`src/rtl/i2s_master_tx.sv`:
```
// i2s_master_tx: I2S master transmitter, divides the PLL clock into BCLK/FCLK and shifts out stereo frames
// Ports: pin_i2s_bclk_pll clock; pin_user_sw async active-low reset; en transmit enable (frame boundaries);
//   s_left/s_right/s_valid/s_ready sample-pair handshake into a one-pair shadow register;
//   i2s_bclk/i2s_fclk/i2s_data serial pins; frame_start/underrun one-clock pulses at frame load.
module i2s_master_tx #(
  parameter int BCLK_HALF = 1,
  parameter int DATA_W    = 32
) (
  input  logic              pin_i2s_bclk_pll,
  input  logic              pin_user_sw,
  input  logic              en,
  input  logic [DATA_W-1:0] s_left,
  input  logic [DATA_W-1:0] s_right,
  input  logic              s_valid,
  output logic              s_ready,
  output logic              i2s_bclk,
  output logic              i2s_fclk,
  output logic              i2s_data,
  output logic              frame_start,
  output logic              underrun
);
  localparam int DW = BCLK_HALF > 1 ? $clog2(BCLK_HALF) : 1;
  localparam logic [DW-1:0] DIV_MAX = DW'(BCLK_HALF - 1);
  typedef enum logic {IDLE, RUN} state_e;
  state_e state_q, state_d;
  logic [DW-1:0] div_q, div_d;
  logic [5:0] k_q, k_d, k_nx, bit_idx;
  logic bclk_q, bclk_d, fclk_q, fclk_d, data_q, data_d, fs_q, fs_d, ur_q, ur_d;
  logic full_q, full_d, ld, wrap, fall;
  logic [63:0] frame_q, frame_d, shadow_q, shadow_d, s_pad;
  assign s_pad = {32'(s_left) << (32 - DATA_W), 32'(s_right) << (32 - DATA_W)};
  assign wrap = div_q == DIV_MAX;
  assign fall = state_q == RUN && wrap && bclk_q;
  assign k_nx = k_q + 6'd1;
  // slot k carries frame_q[64-k]; for k=0 this is frame_q[0], the previous frame's right LSB
  assign bit_idx = 6'd0 - k_nx;
  always_comb begin
    state_d = state_q;
    div_d = div_q;
    k_d = k_q;
    bclk_d = bclk_q;
    fclk_d = fclk_q;
    data_d = data_q;
    frame_d = frame_q;
    shadow_d = shadow_q;
    full_d = full_q;
    fs_d = 1'b0;
    ur_d = 1'b0;
    ld = 1'b0;
    if (s_valid && !full_q) begin
      shadow_d = s_pad;
      full_d = 1'b1;
    end
    if (state_q == IDLE) begin
      if (en) begin
        state_d = RUN;
        ld = 1'b1;
      end
    end else begin
      div_d = wrap ? '0 : div_q + DW'(1);
      bclk_d = bclk_q ^ wrap;
      if (fall) begin
        if (k_q == 6'd63 && !en) begin
          state_d = IDLE;
          k_d = '0;
          fclk_d = 1'b0;
          data_d = 1'b0;
        end else begin
          k_d = k_nx;
          fclk_d = k_nx[5];
          data_d = frame_q[bit_idx];
          ld = k_nx == 6'd0;
        end
      end
    end
    // accept cannot coincide with a transfer: a transfer needs full_q, which holds s_ready low
    if (ld) begin
      frame_d = full_q ? shadow_q : '0;
      ur_d = !full_q;
      fs_d = 1'b1;
      if (full_q) full_d = 1'b0;
    end
  end
  always_ff @(posedge pin_i2s_bclk_pll or negedge pin_user_sw)
    if (!pin_user_sw) begin
      state_q <= IDLE;
      div_q <= '0;
      k_q <= '0;
      bclk_q <= 1'b0;
      fclk_q <= 1'b0;
      data_q <= 1'b0;
      fs_q <= 1'b0;
      ur_q <= 1'b0;
      full_q <= 1'b0;
      frame_q <= '0;
      shadow_q <= '0;
    end else begin
      state_q <= state_d;
      div_q <= div_d;
      k_q <= k_d;
      bclk_q <= bclk_d;
      fclk_q <= fclk_d;
      data_q <= data_d;
      fs_q <= fs_d;
      ur_q <= ur_d;
      full_q <= full_d;
      frame_q <= frame_d;
      shadow_q <= shadow_d;
    end
  assign s_ready = !full_q;
  assign i2s_bclk = bclk_q;
  assign i2s_fclk = fclk_q;
  assign i2s_data = data_q;
  assign frame_start = fs_q;
  assign underrun = ur_q;
endmodule

```
`config.mk`:
```
export PLATFORM = sky130hd
export DESIGN_NAME = i2s_master_tx
export DESIGN_NICKNAME = d
export VERILOG_FILES = /design/src/rtl/i2s_master_tx.sv
export SDC_FILE = /design/constraint.sdc
export NUM_CORES = 1
export LEC_CHECK = 0
export ABC_CLOCK_PERIOD_IN_PS = 2450
export CAP_MARGIN = 20
export CORE_MARGIN = 2
export CORE_UTILIZATION = 53
export DETAILED_ROUTE_END_ITERATION = 10
export PLACE_DENSITY_LB_ADDON = 0.25
export RECOVER_POWER = 100
export SYNTH_ARGS = -nofsm -noshare
export SYNTH_HDL_FRONTEND = slang
export SYNTH_SLANG_ARGS = --single-unit
export TNS_END_PERCENT = 100
```
`constraint.sdc`:
```
create_clock -name pin_i2s_bclk_pll -period 2.45 [get_ports pin_i2s_bclk_pll]
set_clock_uncertainty 0.05 [all_clocks]
set_input_delay 0.3675 -clock pin_i2s_bclk_pll [delete_from_list [all_inputs] [get_ports pin_i2s_bclk_pll]]
set_output_delay 0.3675 -clock pin_i2s_bclk_pll [all_outputs]
set_load 0.01 [all_outputs]
```
==> reports/metrics.csv, run 1 <==
metric;value;unit
drv_cap;0;
reg2reg_setup_slack;0.17;ns
diodes;0;
synth_fa_ha_area_frac;0.00196;
synth_xor_area_frac;0.0123;
firstDrtPassIters;4;
ys_top_cells_by_area;dfrtp_1, mux2_2, nand2_1, mux4_2, o21ai_2;
rows;40;
hold_class;reg -> reg;
synth.avg_cell_area;11.8;um2
period_minus_slack;2.28;ns
hold_viol;0;
ys_ff_latch;140;
grt_pass1_vias;4298;
die_x;114;um
slowest_stage;dfrtp_1;
cts_tree;done;
regArea;0.00351;mm2
synth_top_area_frac;0.549;
synth-async-reset-ratio;1.00;
hp-start;frame_q[52]$_DFFE_PN0P_;
synth_top_family_by_area;multiplexers;
grt_use_total;0.202;
worstPathArrival;2.54;ns
port_buffers;73;
critPathKind;reg -> reg;
clock_power_share;0.289;
multi_input_area;0.00247;mm2
cpMostUsedCell;buf_4;
drive_above_1_share;0.223;
grt_max_degree;67;
sw_frac_of_total;0.304;
synth_compound_area_frac;0.0962;
dr_total_vias;4211;
final_cell_mix;nand2_1, dfrtp_1, clkdlybuf4s50_1;
endpoint_kind;register;
ys.flop_type;dfrtp_1;
ys_warn_count;0;
critPathMaxStageDelay;0.39;ns
vias_per_cell;5.43;
status;finished, final reports clean;
die_h;114;um
combPwrFrac;0.307;
yosys.area_share.simple;0.120;
cts_buffers;17;
relSlewSlack;0.0788;
finalCritPeriodShare;0.931;
grt_pass1_wl;20300;um
leakage;3.43;nW
report.power.total;9.30;mW
ios;74;
setup_tns;0;ns
grt.overflow.total;0;
drc;0;
wl;11900;um
post-route-util;0.652;
cts_num_sinks;140;
syn-num-nets;612;
clock_latency;0.42;ns
ir_drop;0.570;mV
worst-path-max-fanout;10;
clock_path_buffers;2;
routabilityCongestion;0.824;
grt_antenna_before_repair;0;
muxShareOfSynthArea;0.170;
fmax;438;MHz
worst_slew_pin_slew;1.38;ns
start_util;0.538;
synthesis.area;0.00638;mm2
final_common_cell;nand2_1;
rsz0062_at_grt;false;
p_int;6.47;mW
n_fill_cell;957;
core_area;0.0119;mm2
crit_path_start_kind;register;
h-tree-depth;4;
worstPathCellList;ha_2 > buf_4 > nand2b_1 > a32oi_1 > nand4_1 > buf_4 > a21boi_0 > o211ai_1 > and4_1 > o21ai_1;
finalMaxSlewViolations;0;
critPathLaunch;k_q[0]$_DFFE_PN0P_;
ys_seq_area_frac;0.549;
synth_top_area_cell;dfrtp_1;
post-dp-hpwl;7830;um
setup_viol;0;
power.switching;2.83;mW
ant_nets;0;
cp.required;2.71;ns
ys_types;46;
clk_pin_slew_worst_paths;0.06;ns
p_per_area;1200;mW/mm2
seqPwrFrac;0.404;
clk_root_buffer_cell;clkbuf_16;
wl_per_cell;15.3;um
area.growth.synth_to_final;21.0;%
nNetsFinal;684;
synth_edf_count;0;
drtIter0Drc;264;
die-area;0.0129;mm2
timing.rr.start;k_q[0]$_DFFE_PN0P_;
netlist_instances;543;
holdWs;0.420;ns
synthesized netlist by cell type (all sizes together) (5+ instances only):
cell    instances
inv             5
nand2         146
dfrtp         140
a21oi           6
mux4           16
mux2           64
nand2b         10
xnor2           5
clkbuf         13
o21ai          69
buf            23
power groups by stage:
stage               sequential, mW  combinational (mW)  clock (mW)
global placement              3.76                2.89           0
detailed placement            3.78                3.00           0
CTS                           3.76                3.03        2.73
global route                  3.88                3.20        2.83
finish                        3.76                2.85        2.69
floorplan                     3.58                2.35           0
worst max-delay path: cells and delay by family (launching register included):
kind	cells	cell delay, ns
AOI/OAI and AO/OA	4	0.52
adders and majority gates	1	0.36
buffers and inverters	2	0.39
DFF	1	0.39
and+or+nand+nor	3	0.44
path summary, 6_finish.rpt:
path | to | depth (start not counted)
hold reg to reg | frame_q[52]$_DFFE_PN0P_ | 2
hold / removal | frame_q[52]$_DFFE_PN0P_ | 2
max in group asynchronous | frame_q[12]$_DFFE_PN0P_ | 3
min in group asynchronous | shadow_q[31]$_DFFE_PN0P_ | 2
setup / recovery | i2s_data$_DFFE_PN0P_ | 10
setup reg to reg | i2s_data$_DFFE_PN0P_ | 10
sequential cells by signal, summed over array words and instances, names as in the netlist:
signal and cells:
frame_q 64, shadow_q 64, k_q 6, frame_start 1, full_q 1, i2s_bclk 1
i2s_data 1, state_q 1, underrun 1
cell type report:
cell class                 instances  area share
clock buffer                      20      0.0591
clock inverter                    12      0.0219
inverter                           5     0.00243
multi-input combinational        359       0.320
sequential                       140       0.454
tap                              147      0.0238
timing repair buffer              92       0.119
cells by family (layout without fill, tap and decap cells):
| logic type | Yosys count | after routing |
|---|---|---|
| compound gates | 90 | 90 |
| fa+ha+maj | 1 | 1 |
| simple gates | 179 | 179 |
| flops | 140 | 140 |
| mux | 80 | 80 |
| buf+inv | 44 | 129 |
| xor+xnor | 9 | 9 |
routing by layer:
layer | GRT usage | vias up | part of all wire
met5 | 0 | - | 0
met4 | 0.0724 | 0 | 0.021
met3 | 0.0563 | 23 | 0.049
met1 | 0.266 | 2091 | 0.45
li1 | - | 1998 | -
met2 | 0.324 | 99 | 0.48
through the flow:
step                      instance area (um2)  std cells  worst slack, ns
after floorplan                          6380        543            0.246
after global placement                   7200        742            0.184
after detailed placement                 7200        742            0.148
after CTS                                7840        775            0.133
after global routing                     7730        775           0.0149
final                                    7730        775            0.168
timing repair:
item                                    in CTS  in global routing
endpoints found under the hold margin       52                  0
hold buffers                                 1                  0
gates resized for setup                      0                  4
setup buffers                                0                  0
endpoints found under the setup margin       0                 68
(Power assumes the default switching activity.)
==> run 2: changes to the inputs <==
--- a/config.mk
+++ b/config.mk
@@ -5,10 +5,10 @@
 export SDC_FILE = /design/constraint.sdc
 export NUM_CORES = 1
 export LEC_CHECK = 0
-export ABC_CLOCK_PERIOD_IN_PS = 2450
+export ABC_CLOCK_PERIOD_IN_PS = 1900
 export CAP_MARGIN = 20
 export CORE_MARGIN = 2
-export CORE_UTILIZATION = 53
+export CORE_UTILIZATION = 51
 export DETAILED_ROUTE_END_ITERATION = 10
 export PLACE_DENSITY_LB_ADDON = 0.25
 export RECOVER_POWER = 100
==> constraint.sdc (replaced) <==
create_clock -name pin_i2s_bclk_pll -period 1.9 [get_ports pin_i2s_bclk_pll]
set_clock_uncertainty 0.05 [all_clocks]
set_input_delay 0.285 -clock pin_i2s_bclk_pll [delete_from_list [all_inputs] [get_ports pin_i2s_bclk_pll]]
set_output_delay 0.285 -clock pin_i2s_bclk_pll [all_outputs]
set_load 0.01 [all_outputs]
==> reports/metrics.csv, run 2 (same netlist as run 1, synthesis figures left out) <==
metric;value;unit;change
status;finished with violations;;
violations;negative setup slack;;
die_h;116;um;+1.9%
fmax;459;MHz;+4.7%
wl;13300;um;+12%
post-route-util;0.698;;+0.0469
finalCritPeriodShare;1.15;;+0.215
h-tree-depth;4;;unchanged
ir_drop;0.764;mV;+34%
crit_family;buffers and inverters;;
cts_num_sinks;140;;unchanged
firstDrtPassIters;5;;+1
leakage;3.74;nW;+8.9%
diodes;0;;unchanged
clk_root_buffer_cell;clkbuf_16;;
die-area;0.0134;mm2;+3.8%
grt_pass1_wl;21700;um;+6.6%
grt.overflow.total;0;;unchanged
hold_viol;0;;unchanged
cpMostUsedCell;buf_6;;
crit_path_start_kind;register;;
clock_path_buffers;2;;unchanged
endpoint_kind;register;;
drtIter0Drc;240;;-9.1%
worst_slack;-0.279;ns;-0.447 ns
critPathMaxStageDelay;0.45;ns;+0.06 ns
critPathLaunch;k_q[0]$_DFFE_PN0P_;;
drv_cap;0;;unchanged
hp-start;s_left[9];;
reg.largest.list;frame_q: 64 flops, shadow_q: 64 flops, k_q: 6 flops;;
area.growth.synth_to_final;32.5;%;
period_minus_slack;2.18;ns;-0.103 ns
grt_pass1_vias;4447;;+3.5%
ant_nets;0;;unchanged
grt_use_total;0.213;;+0.0112
rows;40;;unchanged
rsz0062_at_grt;true;;
worst_slew_pin_slew;0.978;ns;-0.404 ns
grt_antenna_before_repair;0;;unchanged
start_util;0.527;;-0.0111
worst-path-max-fanout;6;;-4
slowest_stage;dfrtp_2;;
clock_latency;0.42;ns;about the same
ios;74;;unchanged
cts_tree;done;;
final_common_cell;dfrtp_1;;
drc;0;;unchanged
setup_tns;-15.48;ns;-15.48 ns
core_area;0.0121;mm2;+2.1%
worstPathCellList;buf_6 > nand3_4 > buf_6 > nor4b_2 > or3_4 > a32oi_4 > buf_4 > buf_12 > clkbuf_16 > o21ai_1;;
vias_per_cell;5.26;;-3.2%
crit_buf_inv;5;;+3
setup_viol;68;;+68
die_x;116;um;+1.9%
cp.required;2.15;ns;-0.56 ns
critPathKind;reg -> reg;;
cts_buffers;17;;unchanged
hold_class;in -> reg;;
nNetsFinal;721;;+5.4%
port_buffers;73;;unchanged
dr_total_vias;4382;;+4.1%
p_per_area;1470;mW/mm2;+22%
post-dp-hpwl;8640;um;+10%
worstPathArrival;2.43;ns;-0.11 ns
finalMaxSlewViolations;0;;unchanged
grt_max_degree;67;;unchanged
relSlewSlack;0.348;;+0.269
drive_above_1_share;0.374;;+0.152
timing.rr.start;k_q[0]$_DFFE_PN0P_;;
wl_per_cell;16.0;um;+4.2%
routabilityCongestion;0.785;;-4.8%
final_cell_mix;dfrtp_1, nand2_1, clkdlybuf4s50_1;;
clk_pin_slew_worst_paths;0.06;ns;about the same
run 2: cell types whose count changed in the layout (fill, tap and decap cells not counted), sizes merged:
cell	change
buf	+37
clkdlybuf4s50	+6
dlygate4sd3	-6
clkbuf	+4
bufinv	-3
clkinvlp	-1
run 2: final timing paths:
path	endpoint	slack, ns	cells after the start
hold / removal	shadow_q[41]$_DFFE_PN0P_	0.42	2
setup / recovery	frame_q[63]$_DFFE_PN0P_	-0.28	10
hold reg to reg	frame_q[30]$_DFFE_PN0P_	0.42	2
min in group asynchronous	frame_q[17]$_DFFE_PN0P_	0.52	2
max in group asynchronous	shadow_q[7]$_DFFE_PN0P_	0.30	3
setup reg to reg	frame_q[63]$_DFFE_PN0P_	-0.28	10
run 2: through the flow:
step           hold WS (ns)  power (mW)  setup slack (ns)  area [um2]  std cells
5_1_grt               0.420        13.3            -0.337        8460        833
4_1_cts               0.301        12.4            -0.235        8250        826
3_3_place_gp          0.164        8.99            -0.175        7560        789
6_report              0.422        12.5            -0.279        8460        833
3_5_place_dp          0.166        9.18            -0.291        7560        789
2_1_floorplan       -0.0606        7.82            -0.131        6460        543
run 2: routing by layer:
layer,share of wire,vias to the layer above,wire [um],global-route usage
met4,0.015,0,196,0.0706
met3,0.039,18,517,0.0523
li1,-,2096,-,-
met2,0.52,86,6970,0.349
met5,0,-,0,0
met1,0.42,2182,5620,0.280
run 2: worst reg2reg max path: cells and delay by family, from the launching register on:
kind	cells	cell delay, ns
DFF	1	0.45
and+or+nand+nor	3	0.51
buffers and inverters	5	0.69
AOI/OAI and AO/OA	2	0.37
run 2: timing repair:
action                                 in CTS  in global routing
setup buffers                               3                  4
hold buffers                                1                  0
pin swaps                                   4                  8
gates cloned                                1                  4
endpoints found under the hold margin      35                  0
setup endpoints to repair                  68                 68
gates resized for setup                    26                 40
run 2: final cells by class:
| type | instances | area [um2] |
|---|---|---|
| sequential | 140 | 3510 |
| inverter | 5 | 18.8 |
| clock inverter | 8 | 67.6 |
| timing repair buffer | 129 | 1400 |
| fill | 932 | 3650 |
| tap | 168 | 210 |
| clock buffer | 24 | 472 |
| multi-input combinational | 359 | 2790 |
run 2: report_power, final:
group | internal (mW) | total (mW) | switching [mW]
clock network | 1.85 | 3.01 | 1.16
logic | 2.45 | 4.60 | 2.15
registers | 4.14 | 4.86 | 0.722
total | 8.44 | 12.5 | 4.03
==> run 3: changes to the inputs <==
--- a/config.mk
+++ b/config.mk
@@ -12,6 +12,7 @@
 export DETAILED_ROUTE_END_ITERATION = 10
 export PLACE_DENSITY_LB_ADDON = 0.25
 export RECOVER_POWER = 100
+export SKIP_LAST_GASP = 1
 export SYNTH_ARGS = -nofsm -noshare
 export SYNTH_HDL_FRONTEND = slang
 export SYNTH_SLANG_ARGS = --single-unit
==> reports/metrics.csv, run 3 (same netlist as run 1, synthesis figures left out) <==
metric;value;unit;change
status;finished with violations;;
violations;negative setup slack;;
clock_latency;0.42;ns;about the same
grt_use_total;0.213;;about the same
power.switching;3.95;mW;-2.1%
hold_viol;0;;unchanged
cts_num_sinks;140;;unchanged
drc;0;;unchanged
critPathKind;reg -> reg;;
final_cell_mix;nand2_1, dfrtp_1, clkdlybuf4s50_1;;
final_area;0.00829;mm2;-2.0%
grt_max_degree;67;;unchanged
worstPathArrival;2.45;ns;+0.02 ns
timing.rr.start;k_q[0]$_DFFE_PN0P_;;
clk_root_buffer_cell;clkbuf_16;;
die-area;0.0134;mm2;unchanged
drive_above_1_share;0.321;;-0.0537
die_h;116;um;unchanged
combPwrFrac;0.365;;-0.004
vias_per_cell;5.24;;-0.34%
clock_power_share;0.245;;+0.003
slowest_stage;dfrtp_2;;
worstPathCellList;buf_6 > nand3_4 > buf_6 > nor4b_2 > or3_4 > a32oi_4 > buf_12 > buf_12 > nand2_1 > o21ai_2;;
cts_buffers;17;;unchanged
setup_viol;68;;unchanged
sw_frac_of_total;0.320;;-0.00345
drtIter0Drc;230;;-4.2%
wl;13000;um;-2.5%
dr_total_vias;4346;;-0.82%
worst_slew_pin_slew;0.983;ns;+0.00483 ns
hold_end;frame_q[30]$_DFFE_PN0P_;;
critPathMaxStageDelay;0.45;ns;about the same
hold_class;reg -> reg;;
grt_pass1_vias;4450;;+0.067%
crit_buf_inv;4;;-1
period_minus_slack;2.16;ns;-0.0210 ns
holdWs;0.419;ns;-0.00245 ns
grt.overflow.total;0;;unchanged
leakage;3.68;nW;-1.6%
final_common_cell;nand2_1;;
worst-path-max-fanout;16;;+10
r2r_end;frame_q[16]$_DFFE_PN0P_;;
ios;74;;unchanged
worst_r2r_path_depth;10;;unchanged
clk_pin_slew_worst_paths;0.06;ns;about the same
place_area;0.00756;mm2;unchanged
p_per_area;1490;mW/mm2;+0.99%
reg.largest.list;frame_q: 64 flops, shadow_q: 64 flops, k_q: 6 flops;;
seqPwrFrac;0.391;;about the same
firstDrtPassIters;4;;-1
routabilityCongestion;0.785;;unchanged
cts_tree;done;;
n_fill_cell;965;;+3.5%
rsz0062_at_grt;true;;
diodes;0;;unchanged
nNetsFinal;717;;-0.55%
hp-start;frame_q[30]$_DFFE_PN0P_;;
finalCritPeriodShare;1.14;;-0.0110
drv_cap;0;;unchanged
start_util;0.527;;unchanged
grt_antenna_before_repair;0;;unchanged
crit_path_start_kind;register;;
crit_family;buffers and inverters;;
p_int;8.39;mW;-0.53%
rows;40;;unchanged
worst_slack;-0.258;ns;+0.0210 ns
wl_per_cell;15.7;um;-2.0%
cp.required;2.19;ns;+0.04 ns
relSlewSlack;0.345;;-0.00322
core_area;0.0121;mm2;unchanged
endpoint_kind;register;;
cp_num_cells;10;;unchanged
fmax;463;MHz;+0.97%
hold-path-cell-count;2;;unchanged
ir_drop;0.759;mV;-0.57%
reg2reg_setup_slack;-0.26;ns;+0.02 ns
clock_path_buffers;2;;unchanged
finalMaxSlewViolations;0;;unchanged
die_x;116;um;unchanged
post-dp-hpwl;8640;um;unchanged
area.growth.synth_to_final;29.8;%;
grt_pass1_wl;21700;um;about the same
h-tree-depth;4;;unchanged
ant_nets;0;;unchanged
port_buffers;73;;unchanged
run 3: cell types whose count changed in the layout (fill, tap and decap cells not counted), moves of 2 or more:
| cell | change |
|---|---|
| nand2_2 | -20 |
| nand2_1 | +23 |
| o21ai_2 | -9 |
| nand2_4 | -3 |
| o21ai_1 | +8 |
| buf_6 | -2 |
run 3: worst reg2reg max path, cell delays in order (launching register included):
cell	delay, ns
dfrtp_2	0.45
buf_6	0.13
nand3_4	0.09
buf_6	0.10
nor4b_2	0.04
or3_4	0.38
a32oi_4	0.30
buf_12	0.22
buf_12	0.17
nand2_1	0.09
o21ai_2	0.07
run 3: cell type report:
type | count | area (um2) | area share
clock inverters | 8 | 67.6 | 0.00815
clock buffers | 24 | 472 | 0.0569
flip-flops and latches | 140 | 3510 | 0.423
multi-input cells | 359 | 2680 | 0.324
inverters | 5 | 18.8 | 0.00226
well taps | 168 | 210 | 0.0254
repair buffers | 125 | 1330 | 0.160
run 3: routing by layer:
| layer | part of all wire | routed length [um] | track usage |
|---|---|---|---|
| met1 | 0.43 | 5540 | 0.281 |
| met2 | 0.53 | 6840 | 0.349 |
| met3 | 0.037 | 481 | 0.0523 |
| met4 | 0.0088 | 114 | 0.0706 |
| met5 | 0 | 0 | 0 |
run 3: metrics by stage:
stage	util	power [mW]	instances	worst slack, ns	setup TNS [ns]
global placement	0.624	8.99	789	-0.175	-9.32
floorplan	-	7.82	543	-0.131	-6.18
finish	0.684	12.3	829	-0.258	-13.84
CTS	0.679	12.4	826	-0.235	-12.55
detailed placement	0.624	9.18	789	-0.291	-12.50
global route	0.684	13.2	829	-0.346	-18.83
run 3: how the worst max path moves through the flow:
stage,start,end,slack (ns)
2_1_floorplan,k_q[1]$_DFFE_PN0P_,i2s_data$_DFFE_PN0P_,-0.13
3_3_place_gp,k_q[0]$_DFFE_PN0P_,i2s_data$_DFFE_PN0P_,-0.17
3_5_place_dp,k_q[0]$_DFFE_PN0P_,i2s_data$_DFFE_PN0P_,-0.29
4_1_cts,k_q[0]$_DFFE_PN0P_,i2s_data$_DFFE_PN0P_,-0.24
5_1_grt,k_q[0]$_DFFE_PN0P_,i2s_data$_DFFE_PN0P_,-0.35
6_report,k_q[0]$_DFFE_PN0P_,frame_q[16]$_DFFE_PN0P_,-0.26
run 3: timing repair:
action                     CTS  global route
resized for setup           18             7
hold buffers                 1             0
pin swaps                    4             4
hold endpoints to repair    35             0
setup buffers                3             1
setup endpoints to repair   68            68
cloned                       1             3
run 3: power groups by stage:
stage	registers, mW	logic (mW)	clock network (mW)
2_1_floorplan	4.63	3.19	0
6_report	4.82	4.50	3.02
4_1_cts	4.81	4.48	3.06
3_5_place_dp	4.84	4.34	0
3_3_place_gp	4.78	4.21	0
5_1_grt	4.97	4.98	3.22
